$ cat src/rtl/i2c_init_sequencer.sv
// I2C/SCCB init sequencer: walks a {reg,data} table and issues one single-byte write per entry to an I2C master.
// Latency: first o_valid 3 cycles after i_start; FE-tagged entries insert data x 1 ms delays; FFFF ends the table.
// Backpressure: o_valid/o_wr_valid are held until their own ready handshakes, then the master's busy/idle cycle is tracked.
// Optional feature macro: I2C_SEQ_RETRY_EN (NACK retries up to MAX_RETRY per entry; otherwise the first NACK fails).
module i2c_init_sequencer #(
  parameter int         CLK_FREQ   = 25_000_000,
  parameter logic [6:0] SLAVE_ADDR = 7'h21,
  parameter bit         SCCB_MODE  = 1'b1,
  parameter int         ROM_AW     = 8,
  parameter int         MAX_RETRY  = 3
) (
  input  logic              i_clk,
  input  logic              i_rst,
  input  logic              i_start,
  output logic [ROM_AW-1:0] o_rom_addr,
  input  logic [15:0]       i_rom_data,
  output logic              o_valid,
  input  logic              i_ready,
  output logic              o_we,
  output logic              o_sccb_mode,
  output logic [6:0]        o_addr_slave,
  output logic [7:0]        o_addr_reg,
  output logic [3:0]        o_burst_num,
  output logic              o_wr_valid,
  output logic [7:0]        o_wr_data,
  input  logic              i_wr_ready,
  input  logic              i_cmd_ack,
  output logic              o_busy,
  output logic              o_done,
  output logic              o_error
);

  // Delay counter sized for the longest delay entry (255 ms).
  localparam int     TICKS_PER_MS = CLK_FREQ / 1000;
  localparam longint DLY_MAX      = longint'(255) * longint'(TICKS_PER_MS);
  localparam int     DLY_W        = (DLY_MAX < 2) ? 1 : $clog2(DLY_MAX + 1);

  typedef enum logic [3:0] {
    S_IDLE,
    S_FETCH,
    S_DECODE,
    S_ISSUE,
    S_WAIT_BUSY,
    S_WAIT_DONE,
    S_DELAY,
    S_FINISH,
    S_FAIL
  } state_t;

  state_t           r_state;
  logic [DLY_W-1:0] r_dly_cnt;
  logic [DLY_W-1:0] w_dly_load;
  logic             w_cmd_pending;
  logic             w_wr_pending;

`ifdef I2C_SEQ_RETRY_EN
  localparam int RETRY_W = (MAX_RETRY < 1) ? 1 : $clog2(MAX_RETRY + 1);
  logic [RETRY_W-1:0] r_retry;
`endif

  // Fixed command fields: every entry is a single-byte write to the same slave.
  assign o_we         = 1'b1;
  assign o_sccb_mode  = SCCB_MODE;
  assign o_addr_slave = SLAVE_ADDR;
  assign o_burst_num  = 4'd0;

  // Delay entries count data milliseconds at the core clock rate.
  assign w_dly_load = DLY_W'(i_rom_data[7:0]) * DLY_W'(TICKS_PER_MS);

  // A channel is still pending while its valid is up and this cycle's ready does not retire it.
  assign w_cmd_pending = o_valid & ~i_ready;
  assign w_wr_pending  = o_wr_valid & ~i_wr_ready;

  // Sequencer FSM with all outputs registered.
  always_ff @(posedge i_clk) begin
    if (i_rst) begin
      r_state    <= S_IDLE;
      r_dly_cnt  <= '0;
      o_rom_addr <= '0;
      o_valid    <= 1'b0;
      o_wr_valid <= 1'b0;
      o_addr_reg <= 8'd0;
      o_wr_data  <= 8'd0;
      o_busy     <= 1'b0;
      o_done     <= 1'b0;
      o_error    <= 1'b0;
`ifdef I2C_SEQ_RETRY_EN
      r_retry    <= '0;
`endif
    end else begin
      case (r_state)
        S_IDLE: begin
          if (i_start) begin
            o_done     <= 1'b0;
            o_error    <= 1'b0;
            o_rom_addr <= '0;
            o_busy     <= 1'b1;
`ifdef I2C_SEQ_RETRY_EN
            r_retry    <= '0;
`endif
            r_state    <= S_FETCH;
          end
        end
        // One cycle for the table read to return.
        S_FETCH: r_state <= S_DECODE;
        S_DECODE: begin
          if (i_rom_data == 16'hFFFF) begin
            o_done  <= 1'b1;
            r_state <= S_FINISH;
          end else if (i_rom_data[15:8] == 8'hFE) begin
            if (w_dly_load == '0) begin
              // Zero-length delay: skip straight to the next entry.
              o_rom_addr <= o_rom_addr + ROM_AW'(1);
              r_state    <= S_FETCH;
            end else begin
              r_dly_cnt <= w_dly_load;
              r_state   <= S_DELAY;
            end
          end else begin
            o_addr_reg <= i_rom_data[15:8];
            o_wr_data  <= i_rom_data[7:0];
            o_valid    <= 1'b1;
            o_wr_valid <= 1'b1;
            r_state    <= S_ISSUE;
          end
        end
        S_ISSUE: begin
          if (o_valid && i_ready) o_valid <= 1'b0;
          if (o_wr_valid && i_wr_ready) o_wr_valid <= 1'b0;
          if (!w_cmd_pending && !w_wr_pending) r_state <= S_WAIT_BUSY;
        end
        // Master drops ready while it runs the transfer.
        S_WAIT_BUSY: begin
          if (!i_ready) r_state <= S_WAIT_DONE;
        end
        S_WAIT_DONE: begin
          if (i_ready) begin
            if (i_cmd_ack) begin
              o_rom_addr <= o_rom_addr + ROM_AW'(1);
`ifdef I2C_SEQ_RETRY_EN
              r_retry    <= '0;
`endif
              r_state    <= S_FETCH;
            end else begin
`ifdef I2C_SEQ_RETRY_EN
              if (r_retry == RETRY_W'(MAX_RETRY)) begin
                o_error <= 1'b1;
                r_state <= S_FAIL;
              end else begin
                // Re-issue the same entry; reg/data are still latched.
                r_retry    <= r_retry + RETRY_W'(1);
                o_valid    <= 1'b1;
                o_wr_valid <= 1'b1;
                r_state    <= S_ISSUE;
              end
`else
              o_error <= 1'b1;
              r_state <= S_FAIL;
`endif
            end
          end
        end
        S_DELAY: begin
          if (r_dly_cnt <= DLY_W'(1)) begin
            r_dly_cnt  <= '0;
            o_rom_addr <= o_rom_addr + ROM_AW'(1);
            r_state    <= S_FETCH;
          end else begin
            r_dly_cnt <= r_dly_cnt - DLY_W'(1);
          end
        end
        S_FINISH: begin
          o_done  <= 1'b1;
          o_busy  <= 1'b0;
          r_state <= S_IDLE;
        end
        S_FAIL: begin
          o_error <= 1'b1;
          o_done  <= 1'b0;
          o_busy  <= 1'b0;
          r_state <= S_IDLE;
        end
        default: begin
          o_busy  <= 1'b0;
          r_state <= S_IDLE;
        end
      endcase
    end
  end

endmodule

$ cat config.mk
export PLATFORM = sky130hd
export DESIGN_NAME = i2c_init_sequencer
export DESIGN_NICKNAME = d
export VERILOG_FILES = /design/src/rtl/i2c_init_sequencer.sv
export SDC_FILE = /design/constraint.sdc
export NUM_CORES = 1
export LEC_CHECK = 0
export BUFFER_PORTS_ARGS = -buffer_cell sky130_fd_sc_hd__buf_2
export CAP_MARGIN = 20
export CORE_MARGIN = 2
export CORE_UTILIZATION = 56
export DETAILED_ROUTE_END_ITERATION = 6
export PLACE_DENSITY = 0.77
export SKIP_CTS_REPAIR_TIMING = 1
export SYNTH_ARGS = -nofsm -noshare
export SYNTH_HDL_FRONTEND = slang
export SYNTH_SLANG_ARGS = --single-unit
export TNS_END_PERCENT = 20
$ cat constraint.sdc
create_clock -name i_clk -period 6.2 [get_ports i_clk]
set_input_delay 0.31 -clock i_clk [delete_from_list [all_inputs] [get_ports i_clk]]
set_output_delay 0.31 -clock i_clk [all_outputs]
set_load 0.02 [all_outputs]
## Word-level counts from Yosys, hierarchy flattened

Cells that the tools add are included.
W data, S select, Z words.

- Flip-flop bits (word level): 56
- Bits of input ports: 22
- Logic and storage cells: 105

- $add $sub $neg: 2
- $mul: 1
- Magnitude comparators: 1
- Equal/unequal tests: 25
- Mux-type cells: 37
- Bitwise gates (word level): 7
- Reductions and logical operators: 22

Operator list:

| kind | count |
|---|---|
| $mux W23 | 4 |
| $mux W8 | 7 |
| $pmux W23 S2 | 1 |
| $mux W4 | 8 |
| $pmux W8 S4 | 1 |
| $ne A2 B2 Y1 const B | 15 |
| $pmux W4 S7 | 1 |
| $le A23 B1 Y1 const B | 1 |
| $logic_not A23 Y1 | 1 |
| $sub A23 B1 Y23 const B | 1 |
| $mul A8 B12 Y20 const B | 1 |
| $eq A16 B16 Y1 const B | 1 |
| $eq A4 B3 Y1 const B | 4 |
| $reduce_and A4 Y1 | 4 |
| $mux W1 | 9 |
| $add A8 B1 Y8 const B | 1 |
| $eq A4 B2 Y1 const B | 2 |
| $eq A8 B8 Y1 const B | 1 |
| $reduce_and A8 Y1 | 1 |
| $reduce_bool A4 Y1 | 2 |
| $pmux W1 S2 | 3 |
| $reduce_and A3 Y1 | 2 |
| $reduce_or A6 Y1 | 1 |
| $not A1 Y1 | 5 |
| other kinds (13) | 18 |

## Depth between registers and ports, before layout

- Depth after elaboration: 6
- Gate-level depth with buffers: 19
- Depth with buffers taken out: 17

## Least setup slack after synthesis

No wires, ideal clock.

- Path kind: input to register
- From: in i_rom_data[2]
- To: reg r_dly_cnt[5]
- Library setup time: 134 ps
- Data arrival time: 4456 ps
- Data required time: 6066 ps
- Path slack: 1609 ps
- Stages: 16
- Path buffers: 1
- Path through: ha_1 > ha_1 > fa_1 > inv_1 > fa_1 > inv_1 > ha_1 > o211ai_1 > o211a_1 > nor3_1 > or4_4 > a2111oi_2 > a31oi_2 > nand2_1 > buf_2 > o31ai_1

- Cells in the longest elaborated chain, start to end: 5
- Elaborated cells between the ends (all ways): 10
- Those cells by class: 1 x mul; 3 x eq/ne; 4 x mux; 2 x reduce/logical

RTL lines:

| what | line | source |
|---|---|---|
| start, declared | 16 | `input logic [15:0] i_rom_data,` |
| branches (longest 5 deep; another with $mul A8 B12 Y20) | n/a |  |
| end signal, assigned | 116 | `r_dly_cnt <= w_dly_load;` |
| end signal, assigned | 169 | `r_dly_cnt <= r_dly_cnt - DLY_W'(1);` |
| end, declared | 51 | `logic [DLY_W-1:0] r_dly_cnt;` |

Several ways; the timed one is not identified. The select of a mux whose other input is x is not followed.
A chain may end at the register's enable or synchronous reset.

## Final worst setup path

- From: in i_rom_data[3]
- To: reg r_dly_cnt[16]

Same word-level chain as after synthesis.

==> results by group <==
GRT
  – Number of antenna violations at the first check in global routing: 0
  – Total grt overflow: 0
  – First-pass GRT wire length: between 20 and 25 mm
  – Vias in the first global route: about 4600
  – Global-route usage over all layers: roughly a quarter
  – Pin count of the biggest net entering global routing: 46

Finish
  – Final Cell Area: 5430 um^2
  – Reg with most FFs: r_dly_cnt
  – Layout cells sized above 1: 12.1%
  – Diodes inserted: 0
  – Most frequent cells in the layout: nand2_1 (67), a21oi_1 (62), ha_1 (58), dfxtp_1 (56), buf_2 (50)
  – Max FFs per register: 23
  – Layout area overhead: 5.72%
  – Net total in the final layout: between 700 and 800
  – Most common cell after layout, fill and taps aside: nand2_1

Placement
  – RePlAce Congestion: a little under 1
  – Cell Area, Placed: 5330 um^2
  – PortBufs: 50
  – DP HPWL: between 10 and 15 mm

Worst setup path
  – Reg2Reg Capture Point: o_rom_addr[5]$_SDFFE_PP0P_
  – Worst EP required: approximately 6.4 ns
  – Worst r2r path cells: 8
  – Worst Setup End Kind: flip-flop
  – R2r setup slk: between 3 and 4 ns
  – Startpoint Class: input port
  – CP Max Fanout: 12
  – Setup CP Type: in -> reg
  – Crit path DAT: ~5.3 ns
  – RR Startpoint: r_dly_cnt[16]$_SDFFE_PP0P_

Synthesis
  – Share of flip-flops with an asynchronous set or reset: 0%
  – Ys flop type: dfxtp_1
  – Syn_area_per_cell: between 7 and 8 um^2
  – Largest cells by area after synthesis: dfxtp_1 (22%), ha_1 (14%), a21oi_1 (6.0%)
  – Yosys reg bits: 56
  – Synth cell types: between 70 and 80
  – Post-synth top area cell: dfxtp_1
  – Yosys top cell area share: 21.8%
  – Cells after Synth: approximately 650
  – Sequential cell area fraction in the yosys report: a little over a fifth
  – Post-synth design cell area: just over 5000 um^2
  – Warnings, synthesis: 0
  – Post-synth EDFFs: 0

Timing
  – Max Freq: 0.196 GHz
  – # setup viols final: 0
  – Slew Viols, Final: 0
  – Unrepaired setup endpoints after global routing: no
  – Fin. Hold Viols: 0
  – Slew of the pin with the lowest slew margin: around 0.9 ns
  – Period minus WS final: 5.11 ns
  – Sum Neg Setup Slack: 0 ns
  – Worst rel slew slack: about two fifths
  – Clock skew: approximately 0.013 ns
  – Final period util: ~82%

Clocking
  – CTS clk-pin slew, worst paths: about 0.11 ns
  – Root Buffer: clkbuf_8
  – Bufs on Longest Clock Path: 2
  – Clock sink count: between 50 and 60
  – CTS H-tree depth: 2
  – CTS tree: built
  – CTS buffer count: 5
  – Clk_lat worst skew: ~0.32 ns

Floorplan
  – Starting Density: around three fifths
  – Number of top-level pins: 64
  – Die Footprint: roughly 10000 um^2
  – Core ar.: between 8000 and 9000 um^2
  – FP Rows: 34
  – Die Width: 99.8 um
  – Die H: 99.8 um

Detailed routing
  – Vias per Instance: 6.30
  – Routed wire length: 13.3 mm
  – Residual DRC: 0
  – DRT antenna net count: 0
  – Vias: 4904
  – Wire length per cell: about 17 um
  – Drt first pass iters: 5
  – Drt initial violations: 406

Min path
  – Worst hold path depth: 3
  – Worst Hold End: o_addr_reg[7]$_SDFFE_PP0P_
  – Worst min path class: in -> reg
  – Hold_sp: i_rom_data[15]

Pwr
  – Leakage Power: roughly 2.4 nW
  – Total power: around 1.6 mW
  – VDD IR-drop max: roughly 0.18 mV
  – Pwr Density: between 200 and 300 nW/um^2

Run
  – Max cap viols: 0

Run status
  – Status: finished clean
[area by class of cell]
class                      count  area (um^2)
multi-input combinational    511         3650
fill                         776         3380
sequential                    56         1120
timing repair buffer          53          273
inverter                      43          161
tap                          108          135
clock buffer                   5         68.8
clock inverter                 3         21.3
[metal layers]
metal | wire length, um | track usage [%]
met1 | 5860 | 36.4
met3 | 868 | 3.97
met4 | 163 | 6.11
met2 | 6370 | 43.8
met5 | 0 | 0
[critical path, stage by stage]
cell	delay, ns
buf_2	0.15
ha_1	0.34
inv_1	0.09
fa_1	0.45
fa_1	0.52
inv_1	0.04
ha_1	0.29
ha_1	0.43
o211ai_1	0.20
o211a_1	0.32
o21a_1	0.20
o311ai_1	0.74
a2111oi_2	0.13
a31oi_2	0.37
nand2_1	0.37
o32ai_1	0.37
[per-stage QoR]
step	setup WS, ns	utilization [%]	cells	hold WS (ns)
2_1_floorplan	1.61	-	660	0.446
3_3_place_gp	0.929	60.6	770	0.441
3_5_place_dp	0.799	60.6	770	0.449
4_1_cts	1.11	61.6	778	0.231
5_1_grt	0.841	61.7	779	0.235
6_report	1.09	61.7	779	0.231
[synthesized netlist by cell type (14+ instances only)]
master,instances
nand2_1,67
a21oi_1,62
ha_1,58
dfxtp_1,56
inv_1,43
nor2_1,39
clkbuf_1,32
o21ai_0,18
nand3_1,17
o31ai_1,16
nor3_1,15
buf_4,14
[logic make-up (layout without fill, tap and decap cells)]
| kind of cell | after synthesis | in the layout | synth area share, % |
|---|---|---|---|
| buffers and inverters | 93 | 104 | 7.92 |
| muxes | 9 | 9 | 1.80 |
| other | 2 | 13 | 0.146 |
| adders and majority gates | 70 | 70 | 18.8 |
| and+or+nand+nor | 207 | 207 | 20.4 |
| AOI/OAI and AO/OA | 200 | 200 | 27.0 |
| xor gates and xnor gates | 12 | 12 | 2.05 |
| DFF | 56 | 56 | 21.8 |
[report_power, final]
group / switching (mW) / internal [mW]
Sequential: 0.0433 / 0.393
Clock: 0.129 / 0.0807
Combinational: 0.610 / 0.364
[how the worst max path moves through the flow]
stage,from,end,slack (ns),depth (start not counted)
2_1_floorplan,i_rom_data[2],r_dly_cnt[5]$_SDFFE_PP0P_,1.61,16
3_3_place_gp,i_rom_data[3],r_dly_cnt[16]$_SDFFE_PP0P_,0.93,16
3_5_place_dp,i_rom_data[3],r_dly_cnt[16]$_SDFFE_PP0P_,0.80,16
4_1_cts,i_rom_data[3],r_dly_cnt[16]$_SDFFE_PP0P_,1.11,16
5_1_grt,i_rom_data[3],r_dly_cnt[12]$_SDFFE_PP0P_,0.84,16
6_report,i_rom_data[3],r_dly_cnt[16]$_SDFFE_PP0P_,1.09,16
Note: power is estimated with default switching activity, not from simulation.
